===== src/rtl/alu_pkg.sv =====
// alu_pkg: shared types and constants for the 8-bit ALU datapath and its
// issue controller.
//   op_code_e : 3-bit ALU operation encoding
//   cmd_t     : one buffered request {op, a, b, tag}
//   pack_cmd  : builds a cmd_t from raw request fields
package alu_pkg;

    localparam int ALU_OPND_W    = 8;
    localparam int ALU_RES_W     = 16;
    localparam int ALU_OP_W      = 3;
    // Widest request tag the command entry can carry; the controller's TAG_W
    // must not exceed this.
    localparam int CMD_TAG_MAX_W = 16;

    typedef enum logic [ALU_OP_W-1:0] {
        ADD  = 3'd0,
        SUB  = 3'd1,
        MUL  = 3'd2,
        OR   = 3'd3,
        XOR  = 3'd4,
        AND  = 3'd5,
        NAND = 3'd6,
        NOR  = 3'd7
    } op_code_e;

    typedef struct packed {
        op_code_e                 op;
        logic [ALU_OPND_W-1:0]    a;
        logic [ALU_OPND_W-1:0]    b;
        logic [CMD_TAG_MAX_W-1:0] tag;
    } cmd_t;

    function automatic cmd_t pack_cmd(
        input logic [ALU_OP_W-1:0]      op,
        input logic [ALU_OPND_W-1:0]    a,
        input logic [ALU_OPND_W-1:0]    b,
        input logic [CMD_TAG_MAX_W-1:0] tag
    );
        cmd_t c;
        c.op  = op_code_e'(op);
        c.a   = a;
        c.b   = b;
        c.tag = tag;
        return c;
    endfunction

endpackage


===== src/rtl/sync_fifo.sv =====
// sync_fifo: single-clock FIFO with registered occupancy count.
// Ports:
//   clk, rst      : clock, synchronous active-high reset (empties the FIFO)
//   push, din     : write request and data; ignored while full
//   pop, dout     : read request and head data (dout valid while !empty);
//                   pop is ignored while empty
//   full, empty   : occupancy flags derived from count
//   count         : number of stored entries, 0..DEPTH
// Push and pop in the same cycle are both honoured; a pop does not make room
// for a same-cycle push when the FIFO is full.
module sync_fifo #(
    parameter int WIDTH = 8,
    parameter int DEPTH = 4
) (
    input  logic                   clk,
    input  logic                   rst,
    input  logic                   push,
    input  logic [WIDTH-1:0]       din,
    input  logic                   pop,
    output logic [WIDTH-1:0]       dout,
    output logic                   full,
    output logic                   empty,
    output logic [$clog2(DEPTH):0] count
);

    localparam int AW = $clog2(DEPTH);
    localparam int CW = AW + 1;

    logic [WIDTH-1:0] mem [DEPTH];
    logic [AW-1:0]    wr_ptr;
    logic [AW-1:0]    rd_ptr;
    logic             do_push;
    logic             do_pop;

    assign full    = (count == CW'(DEPTH));
    assign empty   = (count == '0);
    assign do_push = push && !full;
    assign do_pop  = pop && !empty;
    assign dout    = mem[rd_ptr];

    // Storage carries no reset; only pointers and count define contents.
    always_ff @(posedge clk) begin
        if (do_push) begin
            mem[wr_ptr] <= din;
        end
    end

    // DEPTH is a power of two, so the pointers wrap naturally.
    always_ff @(posedge clk) begin
        if (rst) begin
            wr_ptr <= '0;
            rd_ptr <= '0;
            count  <= '0;
        end else begin
            if (do_push) begin
                wr_ptr <= wr_ptr + 1'b1;
            end
            if (do_pop) begin
                rd_ptr <= rd_ptr + 1'b1;
            end
            case ({do_push, do_pop})
                2'b10:   count <= count + 1'b1;
                2'b01:   count <= count - 1'b1;
                default: count <= count;
            endcase
        end
    end

endmodule


===== src/rtl/alu_issue_ctrl.sv =====
// alu_issue_ctrl: command/response front end for the 8-bit ALU.
// Requests are buffered in a command FIFO and issued to the ALU one per cycle
// through registered alu_op_code/alu_a/alu_b. The ALU registers its result
// one cycle after issue; the controller captures it one cycle later and
// returns it with the originating tag through a response FIFO.
// Ports:
//   clk, rst                         : clock, synchronous active-high reset
//   cmd_valid/cmd_ready              : request handshake
//   cmd_op, cmd_a, cmd_b, cmd_tag    : request payload
//   alu_op_code, alu_a, alu_b        : registered ALU inputs
//   alu_result                       : registered ALU output
//   rsp_valid/rsp_ready              : response handshake
//   rsp_result, rsp_tag              : response payload
//   busy                             : work queued, in flight or unread
//
// Handshakes: a transfer happens at a rising edge where valid && ready are
// both high. The source holds its payload stable while valid is high and the
// transfer has not happened; ready never depends on valid in this block.
module alu_issue_ctrl
    import alu_pkg::*;
#(
    parameter int CMD_DEPTH = 4,
    parameter int RES_DEPTH = 4,
    parameter int TAG_W     = 4
) (
    input  logic                  clk,
    input  logic                  rst,
    input  logic                  cmd_valid,
    output logic                  cmd_ready,
    input  logic [ALU_OP_W-1:0]   cmd_op,
    input  logic [ALU_OPND_W-1:0] cmd_a,
    input  logic [ALU_OPND_W-1:0] cmd_b,
    input  logic [TAG_W-1:0]      cmd_tag,
    output logic [ALU_OP_W-1:0]   alu_op_code,
    output logic [ALU_OPND_W-1:0] alu_a,
    output logic [ALU_OPND_W-1:0] alu_b,
    input  logic [ALU_RES_W-1:0]  alu_result,
    output logic                  rsp_valid,
    input  logic                  rsp_ready,
    output logic [ALU_RES_W-1:0]  rsp_result,
    output logic [TAG_W-1:0]      rsp_tag,
    output logic                  busy
);

    localparam int CMD_CNT_W = $clog2(CMD_DEPTH) + 1;
    localparam int RSP_CNT_W = $clog2(RES_DEPTH) + 1;
    localparam int RSP_W     = ALU_RES_W + TAG_W;

    // Command side
    cmd_t                 cmd_din;
    cmd_t                 cmd_head;
    logic                 cmd_push;
    logic                 cmd_full;
    logic                 cmd_empty;
    logic [CMD_CNT_W-1:0] cmd_count;

    // Issue pipeline: v1/t1 mark the op whose operands sit on the ALU inputs,
    // v2/t2 mark the op whose result sits in the ALU result register.
    logic                 issue;
    logic                 v1;
    logic                 v2;
    logic [TAG_W-1:0]     t1;
    logic [TAG_W-1:0]     t2;
    logic [RSP_CNT_W:0]   credit_used;

    // Response side
    logic                 rsp_push;
    logic                 rsp_pop;
    logic                 rsp_full;
    logic                 rsp_empty;
    logic [RSP_CNT_W-1:0] rsp_count;
    logic [RSP_W-1:0]     rsp_din;
    logic [RSP_W-1:0]     rsp_dout;

    // ------------------------------------------------------------------
    // Command FIFO
    // ------------------------------------------------------------------
    assign cmd_ready = !cmd_full;
    assign cmd_push  = cmd_valid && cmd_ready;
    assign cmd_din   = pack_cmd(cmd_op, cmd_a, cmd_b, CMD_TAG_MAX_W'(cmd_tag));

    sync_fifo #(
        .WIDTH ($bits(cmd_t)),
        .DEPTH (CMD_DEPTH)
    ) u_cmd_fifo (
        .clk   (clk),
        .rst   (rst),
        .push  (cmd_push),
        .din   (cmd_din),
        .pop   (issue),
        .dout  (cmd_head),
        .full  (cmd_full),
        .empty (cmd_empty),
        .count (cmd_count)
    );

    // ------------------------------------------------------------------
    // Credit check: every op in flight already owns a response slot, so an
    // op may only issue when held + in-flight responses leave a free slot.
    // Only current-cycle occupancy counts; a same-cycle response pop does
    // not lend a slot, which keeps this path free of rsp_ready.
    // ------------------------------------------------------------------
    always_comb begin
        credit_used = {1'b0, rsp_count}
                    + {{RSP_CNT_W{1'b0}}, v1}
                    + {{RSP_CNT_W{1'b0}}, v2};
        issue       = !cmd_empty && (credit_used < (RSP_CNT_W + 1)'(RES_DEPTH));
    end

    // ------------------------------------------------------------------
    // ALU input registers and valid/tag pipeline. The ALU inputs hold their
    // last value when nothing issues; v1 = 0 marks them as stale.
    // ------------------------------------------------------------------
    always_ff @(posedge clk) begin
        if (rst) begin
            alu_op_code <= '0;
            alu_a       <= '0;
            alu_b       <= '0;
            v1          <= 1'b0;
            v2          <= 1'b0;
            t1          <= '0;
            t2          <= '0;
        end else begin
            v1 <= issue;
            v2 <= v1;
            t2 <= t1;
            if (issue) begin
                alu_op_code <= cmd_head.op;
                alu_a       <= cmd_head.a;
                alu_b       <= cmd_head.b;
                t1          <= cmd_head.tag[TAG_W-1:0];
            end
        end
    end

    // ------------------------------------------------------------------
    // Response FIFO. alu_result is captured only when v2 marks it as the
    // result of an issued op, so stale ALU output after reset never escapes.
    // ------------------------------------------------------------------
    assign rsp_push = v2;
    assign rsp_din  = {alu_result, t2};
    assign rsp_pop  = rsp_valid && rsp_ready;

    sync_fifo #(
        .WIDTH (RSP_W),
        .DEPTH (RES_DEPTH)
    ) u_rsp_fifo (
        .clk   (clk),
        .rst   (rst),
        .push  (rsp_push),
        .din   (rsp_din),
        .pop   (rsp_pop),
        .dout  (rsp_dout),
        .full  (rsp_full),
        .empty (rsp_empty),
        .count (rsp_count)
    );

    assign rsp_valid             = !rsp_empty;
    assign {rsp_result, rsp_tag} = rsp_dout;

    assign busy = !cmd_empty | v1 | v2 | !rsp_empty;

    // Signals kept for observability but not needed by the datapath.
    logic unused_state;
    assign unused_state = ^{cmd_count, rsp_full, cmd_head.tag};

endmodule


===== config.mk =====
export PLATFORM = sky130hd
export DESIGN_NAME = alu_issue_ctrl
export DESIGN_NICKNAME = d
export VERILOG_FILES = /design/src/rtl/alu_pkg.sv /design/src/rtl/sync_fifo.sv /design/src/rtl/alu_issue_ctrl.sv
export SDC_FILE = /design/constraint.sdc
export NUM_CORES = 1
export LEC_CHECK = 0
export ABC_AREA = 1
export BUFFER_PORTS_ARGS = -buffer_cell sky130_fd_sc_hd__buf_2
export CAP_MARGIN = 20
export CORE_ASPECT_RATIO = 1.4
export CORE_MARGIN = 3
export CORE_UTILIZATION = 53
export DETAILED_ROUTE_END_ITERATION = 7
export GPL_ROUTABILITY_DRIVEN = 1
export MAX_ROUTING_LAYER = met4
export PLACE_DENSITY = 0.75
export SKIP_CTS_REPAIR_TIMING = 1
export SLEW_MARGIN = 10
export SYNTH_ARGS = -nofsm -noshare
export SYNTH_HDL_FRONTEND = slang
export SYNTH_SLANG_ARGS = --single-unit

===== constraint.sdc =====
create_clock -name clk -period 2.2 [get_ports clk]
set_input_delay 0.33 -clock clk [delete_from_list [all_inputs] [get_ports clk]]
set_output_delay 0.33 -clock clk [all_outputs]
set_load 0.01 [all_outputs]

Word level (Yosys, flattened, before mapping) --
Memories as Yosys holds them, arrays and structs flattened. A register that Yosys moved wholly into a read port is not among the register bits. Cells that the tools add are included.
Operators by class: reduce and logical (&&, ||, !) cells 15, add/sub/neg operators 10, $lt $le $gt $ge 1, multiplexer cells 8, bitwise gates (word level) 3, equality and inequality tests 6
Operator list (count):
- one-hot mux 3 bit (2 select lines) | 2
- adder 2 x 1 -> 2 bit (second input constant) | 4
- logical AND 1 bit | 7
- adder 3 x 1 -> 3 bit (second input constant) | 2
- equality test 3 bit (second input constant) | 2
- zero test 3 bit | 2
- subtractor 3 x 1 -> 3 bit (second input constant) | 2
- adder 3 x 1 -> 4 bit | 1
- adder 4 x 1 -> 4 bit | 1
- equality test 2 x 1 -> 1 bit (second input constant) | 2
- equality test 2 bit (second input constant) | 2
- zero test 1 bit | 4
- < comparator 4 x 3 -> 1 bit (second input constant) | 1
- 2-to-1 mux 1 bit | 4
- 2-to-1 mux 2 bit | 2
- nonzero test 2 bit | 2
- OR 1 bit | 3
Word-level totals: bits in writable memories 172, bits of input ports 43, output and inout port bits 42, memories kept 2, word-level logic and storage cells 54, register bits after elaboration 20
Memories:
- u_cmd_fifo.mem | depth 4, width 23, read ports 1, clocked after Yosys merged registers in 1, wr ports 1, RTL line sync_fifo.sv:29 | logic [WIDTH-1:0] mem [DEPTH];
- u_rsp_fifo.mem | depth 4, width 20, read ports 1, clocked after Yosys merged registers in 1, wr ports 1, RTL line sync_fifo.sv:29

Logic depth before layout (Yosys ltp) --
depth in word-level cells 7, mapped depth 14, mapped depth without buffers 14

Cells and area by module --
From an unflattened synthesis, not the netlist that was laid out.
Unflattened totals: cell total of the unflattened synthesis 833, area total of the unflattened synthesis 10362.4 µm²
Modules (own cells, without submodules):
- sync_fifo (u_cmd_fifo) | area each 5669.2 µm², cells each 408, instances 1, sequential area each 4384.2 µm²
- sync_fifo (u_rsp_fifo) | area each 3432.0 µm², cells each 264, instances 1, sequential area each 2582.5 µm²
- alu_issue_ctrl | area each 1261.2 µm², cells each 161, instances 1, sequential area each 580.6 µm²

Least setup slack after synthesis --
No wires, ideal clock.
path kind register to register, start point reg v2, in the netlist rsp_push, end point reg u_cmd_fifo.count[2], required time 2079 ps, setup time 121 ps, data arrival time 1966 ps, stages on the path, launching flop included 14, period minus slack after synthesis 2088 ps, path buffers 0, path slack 112 ps, cells stage by stage dfxtp_1 > ha_1 > nand2_1 > nand2_1 > nand2_1 > inv_1 > nor2_2 > ha_1 > inv_1 > fa_1 > nand2_1 > nand3_1 > o21ai_0 > a21oi_1
Between the ends: cells in the longest elaborated chain, start to end 6, elaborated cells between the ends (all ways) 8, classes of those cells add/sub: 1; order compare: 1; eq/ne: 2; mux: 1; reduce/logical: 3
Ends and longest elaborated chain:
- start, declared | RTL line alu_issue_ctrl.sv:61 | logic v2;
- start signal, assigned | RTL line alu_issue_ctrl.sv:125 | v2 <= v1;
- adder 4 x 1 -> 4 bit (*) | RTL line alu_issue_ctrl.sv:106 | + {{RSP_CNT_W{1'b0}}, v2};
- < comparator 4 x 3 -> 1 bit (*) | RTL line alu_issue_ctrl.sv:107 | issue = !cmd_empty && (credit_used < (RSP_CNT_W + 1)'(RES_DEPTH));
- logical AND 1 bit (*) | RTL line alu_issue_ctrl.sv:107
- named net issue | RTL line alu_issue_ctrl.sv:59 | logic issue;
- logical AND 1 bit (*) | RTL line sync_fifo.sv:38 | assign do_pop = pop && !empty;
- equality test 2 x 1 -> 1 bit or equality test 2 bit (tied branches) | RTL line sync_fifo.sv:61 | case ({do_push, do_pop})
- one-hot mux 3 bit (2 select lines) or nonzero test 2 bit (tied branches)
- end signal, assigned | RTL line sync_fifo.sv:62 | 2'b10: count <= count + 1'b1;
- end signal, assigned | RTL line sync_fifo.sv:63 | 2'b01: count <= count - 1'b1;
- end signal, assigned | RTL line sync_fifo.sv:64 | default: count <= count;
- end, declared | RTL line sync_fifo.sv:23 | output logic [$clog2(DEPTH):0] count
The timed path passes the listed nets; every way through them passes the cells marked *. A chain may end at the register's enable or synchronous reset.

Final worst setup path --
Ends and elaborated chain as after synthesis.

==> flow_results.org <==
** Job
- The tool flagged a number of max-cap violations equal to 0.

** Layout
- Fill count :: 1203
- Final nets :: 899
- The library cell used most frequently in the layout, excluding fill and tap cells, is edfxtp_1.
- Antenna cells :: 0
- Area Growth Syn to Fin :: 16.3%
- The library cells used most frequently in the layout, excluding fill and tap cells, are edfxtp_1, nor2_1, nand2_1, buf_2, o21ai_0.
- Of the cells placed in the final design, the portion with a size suffix greater than 1 is 18.1%.
- Final core area utilization :: around 63%

** Worst setup path
- Critical register-to-register path startpoint :: rsp_push$_SDFF_PP0_
- End of the critical path :: u_cmd_fifo.count[2]$_SDFFE_PP0P_
- Number of buffer and inverter instances along the worst setup path :: 2
- By instance count, the cell type seen most on the critical path is nand2_1.
- By startpoint and endpoint, the worst setup path is classified as reg -> reg.
- R2R setup slack :: 0.16 ns
- Worst path arrival time :: ~2.4 ns
- Worst R2R Path Depth :: 13
- Cells along the critical path :: ha_1 > nand2_1 > nand2_1 > nand2_1 > inv_1 > nor2_2 > ha_2 > inv_1 > fa_1 > nand2_1 > nand3_1 > o21ai_1 > a21oi_1
- RR Endpoint :: u_cmd_fifo.count[2]$_SDFFE_PP0P_
- Data on the critical path is required at its endpoint by 2.57 ns.
- Critical path launch point :: rsp_push$_SDFF_PP0_
- Worst-path cell with the longest stage delay :: fa_1
- The worst setup path is launched from a register.
- Stages on the worst setup path :: 13
- Among cell families on the critical path, the largest total delay comes from adder cells.
- STA classifies the critical path endpoint as a register.
- Longest individual stage delay on the worst path :: 0.38 ns
- Along the worst path, the maximum fanout reaches 3.

** Yosys
- The Yosys step of the flow raised 0 warnings.
- The synthesized netlist occupies a cell area of 8500 sq um.
- Count of different cell masters after synthesis :: 27
- Post-Syn Nets :: around 800
- Dividing the synthesized area by the synthesized cell count gives 11.4 sq um.
- Synthesis produced a netlist whose cell count is 747.
- Summing the sequential cell areas from Yosys gives between 70% and 80% of the chip area.
- After synthesis the netlist holds a flip-flop and latch count of 217.

** Clocking
- Skew-Pair Late Insertion Delay :: 0.49 ns
- Clock transition at the registers of the reported paths :: 0.06 ns
- The clock passes through at most 3 buffers.
- CTS tree :: built
- # H-tree levels :: 1
- Number of sinks on the clock net :: 217
- Clock tree root buffer cell :: clkbuf_16
- Number of CTS-inserted buffers :: 21

** Route
- Post-route ant nets :: 0
- Detailed routing inserted a total of 5348 vias.
- DRC Markers :: 0
- Routed length per instance :: 14.9 um
- Vias per Instance :: just over 5
- Initial DRC Count :: 393
- Detailed-route wire length :: 15.7 mm
- The first detailed-routing pass took 6 iterations.

** Global routing
- The initial antenna violation count came to 0.
- Via count of the first global-routing pass :: 5369
- The first global-routing pass estimated 25.4 mm of wire.
- Global route total overflow :: 0
- Entering global routing, the biggest net connects 47 pins.
- Across every metal layer, demand over resource in global routing totals 18.5%.

** STA
- After layout, the worst setup slack is 0.159 ns.
- Hold WS :: 0.0560 ns
- RSZ-0062 raised after global routing :: false
- Actual slew at the worst max-slew pin :: 0.694 ns
- Accumulated negative setup slack :: 0 ns
- Setup violations remaining at the end of the flow were counted as 0.
- The total count of max-transition violations in the final report was 0.
- The routed design could run at a clock period as short as roughly 2.0 ns.
- On the final layout, the worst clock skew is 0.00767 ns.
- Dividing the final minimum period by the clock period gives between 90% and 100%.
- FMAX :: 490 MHz
- The final number of hold-violating endpoints came to 0.
- Max-slew headroom :: 53.6%

** Floorplanning
- The floorplan step defined a core boundary enclosing 15700 sq um.
- Initial core utilization :: 54.2%
- For this design the top-level I/O count stands at between 80 and 90.
- In this run the vertical extent of the chip is 156 um.
- The die is 113 um wide.
- The floorplan step defined a die boundary enclosing ~18000 sq um.
- After floorplanning, the core was divided into between 50 and 60 placement rows.

** Place
- Post-place setup slack :: 0.156 ns
- Count of input and output buffers :: 84
- Final weighted congestion in routability-driven placement :: about 0.76
- Summed over all nets, the half-perimeter wirelength after detailed placement is 9.56 mm.

** Hold path
- Path category of the worst min-delay check :: in -> reg

** Power
- VDD sags by at most 1240 uV.
- Total chip power :: ~13000 uW
- Areal power density over the cells :: roughly 1300 nW/um^2
- Leakage power of the design :: 0.00396 uW

** Status
- The flow ran to the end, and the final reports show no timing, DRC or antenna violations.
## synthesized netlist by cell type (all sizes together)
cell	count	area share [%]
a21oi	15	0.88
dfxtp	45	11
o22ai	20	1.5
o21ai	89	5.2
fa	2	0.47
edfxtp	172	61
ha	11	1.6
clkbuf	17	0.78
buf	17	1.6
nand4	1	0.074
inv	61	2.7
clkinv	1	0.044
nor2	168	7.5
xor2	2	0.29
nand3	15	0.94
nand2	111	5.0
## area by class of cell
class / instances / area [sq um] / area share (%)
clock inverters: 8 / 91.3 / 0.924
well taps: 196 / 245 / 2.48
flip-flops and latches: 217 / 6070 / 61.4
multi-input cells: 434 / 2010 / 20.4
repair buffers: 107 / 606 / 6.13
inverters: 62 / 233 / 2.35
clock buffers: 29 / 628 / 6.36
## registers in the layout (all words and copies together) (netlist names), named ones only
register           cells
t1                     4
u_rsp_fifo.mem        80
rsp_push               1
alu_a                  8
t2                     4
u_cmd_fifo.wr_ptr      2
alu_op_code            3
v1                     1
u_rsp_fifo.count       3
u_cmd_fifo.rd_ptr      2
u_cmd_fifo.count       3
alu_b                  8
u_rsp_fifo.rd_ptr      2
u_rsp_fifo.wr_ptr      2
u_cmd_fifo.mem        92
## where the power goes
| part | internal [uW] | switching (uW) |
|---|---|---|
| Clock | 2230 | 1420 |
| Combinational | 1360 | 2540 |
| Sequential | 5030 | 232 |
| Total | 8620 | 4190 |
## per-layer routing
layer / routed length (um) / track usage (%)
met2: 8240 / 34.0
met5: 0 / -
met1: 6280 / 20.4
met4: 276 / 5.27
met3: 914 / 3.14
## cell families (layout without fill, tap and decap cells)
kind of cell | after synthesis | in the layout | share of synthesized area [%]
fa+ha+maj | 13 | 13 | 2.09
simple gates | 295 | 295 | 13.5
buf+inv | 96 | 206 | 5.15
compound gates | 124 | 124 | 7.59
xor+xnor | 2 | 2 | 0.294
flops | 217 | 217 | 71.4
## worst min path at each step
stage,from,endpoint,slack [ns],depth (start not counted)
after floorplan,rst,u_cmd_fifo.rd_ptr[1]$_SDFFE_PP0P_,0.40,1
after global placement,t1[1]$_SDFFE_PP0P_,t2[1]$_SDFF_PP0_,0.43,2
after detailed placement,t1[1]$_SDFFE_PP0P_,t2[1]$_SDFF_PP0_,0.43,2
after CTS,alu_result[5],u_rsp_fifo.mem[0][9]$_DFFE_PP_,0.04,1
after global routing,cmd_op[0],u_cmd_fifo.mem[0][20]$_DFFE_PP_,0.04,1
final,cmd_b[1],u_cmd_fifo.mem[3][5]$_DFFE_PP_,0.06,1
## per-stage QoR
step | cell area (sq um) | cells
floorplan | 8500 | 747
global placement | 9150 | 1015
detailed placement | 9150 | 1015
CTS | 9870 | 1052
global route | 9880 | 1053
finish | 9880 | 1053
Note: power is estimated with default switching activity, not from simulation.
